[src/rtl/ann_pkg.sv]
// Shared Q8.8 definitions for the ANN datapath: widths, saturation limits,
// FSM state type and the Q8.8 clamp helper.
package ann_pkg;

  localparam int DW         = 16;
  localparam int FRAC       = 8;
  localparam int N_TAPS_DEF = 28;
  localparam int AW_DEF     = 5;

  localparam logic [DW-1:0] Q88_MAX = 16'h7FFF;
  localparam logic [DW-1:0] Q88_MIN = 16'h8000;

  typedef enum logic [2:0] {
    S_IDLE,
    S_RUN,
    S_DRAIN,
    S_SAT,
    S_HOLD
  } state_t;

  // Clamp an already-shifted signed value into the Q8.8 range.
  function automatic logic [DW-1:0] sat_q88(input logic signed [63:0] v);
    logic [DW-1:0] r;
    if (v > 64'sd32767)
      r = Q88_MAX;
    else if (v < -64'sd32768)
      r = Q88_MIN;
    else
      r = v[DW-1:0];
    return r;
  endfunction

endpackage

[src/rtl/q88_saturate.sv]
// Combinational accumulator-to-Q8.8 conversion: drop FRAC bits, clamp to 16 bits.
// With NEURON_RELU_EN defined, negative results are additionally forced to zero.
module q88_saturate
  import ann_pkg::*;
#(
  parameter int ACC_W = 37
) (
  input  logic signed [ACC_W-1:0] acc,
  output logic [DW-1:0]           result
);

  logic signed [ACC_W-1:0] shifted;
  logic [DW-1:0]           clamped;

  always_comb begin
    shifted = acc >>> FRAC;
    clamped = sat_q88(64'(shifted));
`ifdef NEURON_RELU_EN
    result  = clamped[DW-1] ? '0 : clamped;
`else
    result  = clamped;
`endif
  end

endmodule

[src/rtl/neuron_mac_seq.sv]
// One hidden-layer neuron: streams N_TAPS weight/pixel pairs, accumulates with bias,
// returns a saturated Q8.8 result under valid/ready. Optional ReLU via NEURON_RELU_EN.
module neuron_mac_seq
  import ann_pkg::*;
#(
  parameter int N_TAPS = N_TAPS_DEF,
  parameter int AW     = AW_DEF
) (
  input  logic          CLK,
  input  logic          RST_N,
  input  logic          START,
  input  logic [DW-1:0] BIAS,
  output logic [AW-1:0] ADDR,
  output logic          EN,
  input  logic [DW-1:0] W_DO,
  input  logic [DW-1:0] X_DO,
  output logic          BUSY,
  output logic [DW-1:0] OUT_DATA,
  output logic          OUT_VALID,
  input  logic          OUT_READY
);

  localparam int            ACC_W = 2*DW + AW;
  localparam logic [AW-1:0] LAST  = AW'(N_TAPS - 1);

  state_t                  state, state_next;
  logic signed [2*DW-1:0]  prod;
  logic                    prod_valid;
  logic signed [ACC_W-1:0] acc;
  logic signed [ACC_W-1:0] bias_ext;
  logic signed [ACC_W-1:0] prod_ext;
  logic [DW-1:0]           sat_result;
  logic                    last_addr;

  assign last_addr = (ADDR == LAST);
  assign bias_ext  = {{(ACC_W-DW-FRAC){BIAS[DW-1]}}, BIAS, {FRAC{1'b0}}};
  assign prod_ext  = {{(ACC_W-2*DW){prod[2*DW-1]}}, prod};

  always_ff @(posedge CLK) begin
    if (!RST_N)
      state <= S_IDLE;
    else
      state <= state_next;
  end

  always_comb begin
    state_next = state;
    unique case (state)
      S_IDLE:  if (START) state_next = S_RUN;
      S_RUN:   if (last_addr) state_next = S_DRAIN;
      S_DRAIN: state_next = S_SAT;
      S_SAT:   state_next = S_HOLD;
      S_HOLD:  if (OUT_READY) state_next = S_IDLE;
      default: state_next = S_IDLE;
    endcase
  end

  always_comb begin
    EN        = (state == S_RUN);
    BUSY      = (state != S_IDLE);
    OUT_VALID = (state == S_HOLD);
  end

  // Memory data for the address issued last cycle is present whenever EN is high;
  // prod_valid then lags one more cycle to gate the accumulate.
  always_ff @(posedge CLK) begin
    if (!RST_N) begin
      ADDR       <= '0;
      prod       <= '0;
      prod_valid <= 1'b0;
      acc        <= '0;
      OUT_DATA   <= '0;
    end else begin
      prod_valid <= EN;
      if (EN)
        prod <= $signed(W_DO) * $signed(X_DO);
      if (prod_valid)
        acc <= acc + prod_ext;
      case (state)
        S_IDLE: begin
          if (START) begin
            ADDR <= '0;
            acc  <= bias_ext;
          end
        end
        S_RUN:  if (!last_addr) ADDR <= ADDR + AW'(1);
        S_SAT:  OUT_DATA <= sat_result;
        S_HOLD: if (OUT_READY) ADDR <= '0;
        default: ;
      endcase
    end
  end

  q88_saturate #(.ACC_W(ACC_W)) u_sat (
    .acc    (acc),
    .result (sat_result)
  );

endmodule

[config.mk]
export PLATFORM = sky130hd
export DESIGN_NAME = neuron_mac_seq
export DESIGN_NICKNAME = d
export VERILOG_FILES = /design/src/rtl/ann_pkg.sv /design/src/rtl/q88_saturate.sv /design/src/rtl/neuron_mac_seq.sv
export SDC_FILE = /design/constraint.sdc
export NUM_CORES = 1
export LEC_CHECK = 0
export CAP_MARGIN = 20
export CORE_MARGIN = 3
export CORE_UTILIZATION = 65
export CTS_BUF_LIST = sky130_fd_sc_hd__clkbuf_4 sky130_fd_sc_hd__clkbuf_8
export DETAILED_ROUTE_END_ITERATION = 8
export PLACE_DENSITY = 0.82
export SETUP_SLACK_MARGIN = 0.5
export SKIP_CTS_REPAIR_TIMING = 1
export SLEW_MARGIN = 20
export SYNTH_ARGS = -nofsm -noshare
export SYNTH_HDL_FRONTEND = slang
export SYNTH_SLANG_ARGS = --single-unit
export TNS_END_PERCENT = 50
[constraint.sdc]
create_clock -name CLK -period 12.75 [get_ports CLK]
set_clock_uncertainty 0.1 [all_clocks]
set_input_delay 1.275 -clock CLK [delete_from_list [all_inputs] [get_ports CLK]]
set_output_delay 1.275 -clock CLK [all_outputs]
set_load 0.01 [all_outputs]
==> qor.yml <==
setup_path:
  crit_type: "primary input to flip-flop"
  crit_buf_inv: 6
  worstRegToRegCells: 12
  startpoint_type: "primary input"
  endpoint_kind: "flip-flop"
  timing.reg2reg.setup_slack_ns: 9.46
  cp-startpoint: "X_DO[1]"
  cp_top_family: "adder cells"
  cp_cell_sequence: "clkdlybuf4s50_1 > nand2_1 > fa_1 > inv_1 > fa_1 > inv_1 > fa_1 > inv_1 > fa_1 > fa_1 > inv_1 > fa_1 > inv_1 > ha_1 > a21oi_1 > o21bai_1 > a21o_1 > a21o_1 > a21oi_1 > nor2_1 > a211oi_1 > o21ai_0 > xnor2_1 > o21ai_1"
  crit_slowest_cell: "clkdlybuf4s50_1"
  crit_fanout: 16
  cp_common_cell: "fa_1"
  arrival_ns: 8.33
  cp.depth: 24
  r2r-start: "prod[0]$_SDFFE_PN0P_"
  critPathMaxStageDelay_ns: 0.87
  required_ns: 12.95
hold_path:
  hold_path.class: "flip-flop to flip-flop"
  min-delay-start: "prod[0]$_SDFFE_PN0P_"
  hold_path_depth: 2
route:
  drtIter0Drc: 716
  postRouteAntennaNets: 0
  wl_per_cell_um: 16.9
  vias: 12093
  routed_wl_um: 35700
  first_pass_iters: 7
  vias_per_cell: 5.71
  post-route-drc-count: 0
global_routing:
  antenna_found_initial: 0
  grt_start_max_net_pins: 58
  grt_use_total_pct: 29.2
  grt_pass1_wl_um: 60900
  overflow: 0
  first_global_vias: 12479
die:
  die_h_um: 159
  coreArea_um2: 22900
  dieWidth_um: 159
  rows: 55
  initial_utilization_pct: 66.8
  dieArea_um2: 25400
  io_pins: 76
yosys:
  synth.area.top_cells: "fa_1, dfxtp_1, ha_1"
  synth_edf_count: 0
  async_reset_ff_share_pct: 0
  ys.flop_type: "dfxtp_1"
  synth_cells: 1771
  synthDistinctLibCells: 72
  syn_nets: 2205
  yosysTopAreaCell: "fa_1"
  synth_area_per_cell_um2: 8.65
  synth_warnings: 0
  ys_seq_area_share_pct: 12.3
  netlist_area_um2: 15300
  yosys_register_bits: 94
  synth_top_cell_area_share_pct: 34.4
timing:
  fin_crit_ns: 8.13
  slew_headroom_pct: 47.0
  min_period_over_period_pct: 63.8
  tightest_slew_ns: 0.793
  rsz0062_at_grt: "no"
  finalSetupViolations: 0
  maxSlewViolCount: 0
  fmax_mhz: 123
  finalSetupTns_ns: 0
  hold_viol_final: 0
clock_network:
  htree_levels: 3
  clk_pin_slew_ns: 0.11
  clkSinkCount: 94
  clockBufferDepth: 2
  cts_made_buffers: 9
  clk_latency_ns: 0.40
  ctsRootBufferMaster: "clkbuf_8"
  cts_tree: "yes"
place:
  globalplace.congestion: 0.908
  port_buffers: 75
  hpwlAfterDp_um: 28700
layout:
  layout-drive-gt1-share_pct: 2.88
  nets: 2233
  syn_to_final_growth_pct: 7.61
  diodes: 0
job:
  drv_cap: 0
status:
  status: "complete, no violations"
## final cells by class
cell class	instances	area (um2)
multi-input combinational	1280	11900
fill	1790	6440
sequential	94	1880
inverter	330	1240
timing repair buffer	84	818
tap	313	392
clock buffer	9	124
clock inverter	7	75.1
## cells by family after synthesis
group | synth area share, %
mux | 1.71
xor+xnor | 3.49
compound gates | 12.4
buf+inv | 9.80
flops | 12.3
simple gates | 16.2
fa+ha+maj | 44.1
## metrics by stage
| step | util (%) | setup WS, ns | hold slack (ns) | instances | cell area [um2] |
|---|---|---|---|---|---|
| 2_1_floorplan | - | 5.32 | 0.336 | 1771 | 15300 |
| 3_3_place_gp | 71.0 | 4.38 | 0.347 | 2101 | 16300 |
| 3_5_place_dp | 71.0 | 4.18 | 0.352 | 2101 | 16300 |
| 4_1_cts | 71.9 | 4.62 | 0.363 | 2117 | 16500 |
| 5_1_grt | 71.9 | 4.03 | 0.398 | 2117 | 16500 |
| 6_report | 71.9 | 4.62 | 0.365 | 2117 | 16500 |
## registers in the layout, summed over array words and instances, names as in the netlist
name	flops
acc	37
OUT_DATA	16
ADDR	5
state	3
prod_valid	1
prod	32
## cells in the mapped netlist (25+ instances only)
master,instances
fa_1,263
inv_1,328
nand2_1,227
nor2_1,70
dfxtp_1,94
ha_1,119
a21o_1,28
a21oi_1,100
clkbuf_1,59
xnor2_1,44
mux2i_1,25
and2_1,116
o21ai_0,60
## placed cells by master (no fill, tap or decap), drive strengths merged, types with 23 or more instances in the layout
master / netlist / routed
clkdlybuf4s50: 0 / 75
o21ai: 72 / 72
dfxtp: 94 / 94
fa: 263 / 263
and2: 116 / 116
a21o: 28 / 28
inv: 329 / 332
nand3: 23 / 23
nand2: 228 / 228
nor2: 70 / 70
xnor2: 44 / 44
mux2i: 25 / 25
ha: 119 / 119
a21oi: 103 / 103
## worst paths after layout
check	end
hold / removal	prod[0]$_SDFFE_PN0P_
hold reg to reg	prod[0]$_SDFFE_PN0P_
setup reg to reg	acc[36]$_SDFF_PN0_
setup / recovery	prod[30]$_SDFFE_PN0P_
## layer usage
layer	wire length (um)	up-vias	track usage [%]
met2	17300	432	49.3
met3	2370	74	4.63
li1	-	5672	-
met1	15000	5915	39.1
met4	958	0	8.60
met5	0	-	0
## worst reg2reg max path, cell delays in order (launching register included)
cell      delay [ns]
dfxtp_1         0.33
ha_1            0.22
fa_1            0.41
a21oi_1         0.23
o211ai_1        0.17
nand2_1         0.16
o221ai_2        0.19
o41ai_4         0.47
o211ai_2        0.17
a311oi_2        0.30
xnor2_1         0.19
a21o_1          0.17
a31oi_1         0.08
Power is not shown: default switching activity piles up to over one toggle a cycle in this logic, so the estimate is an artifact.
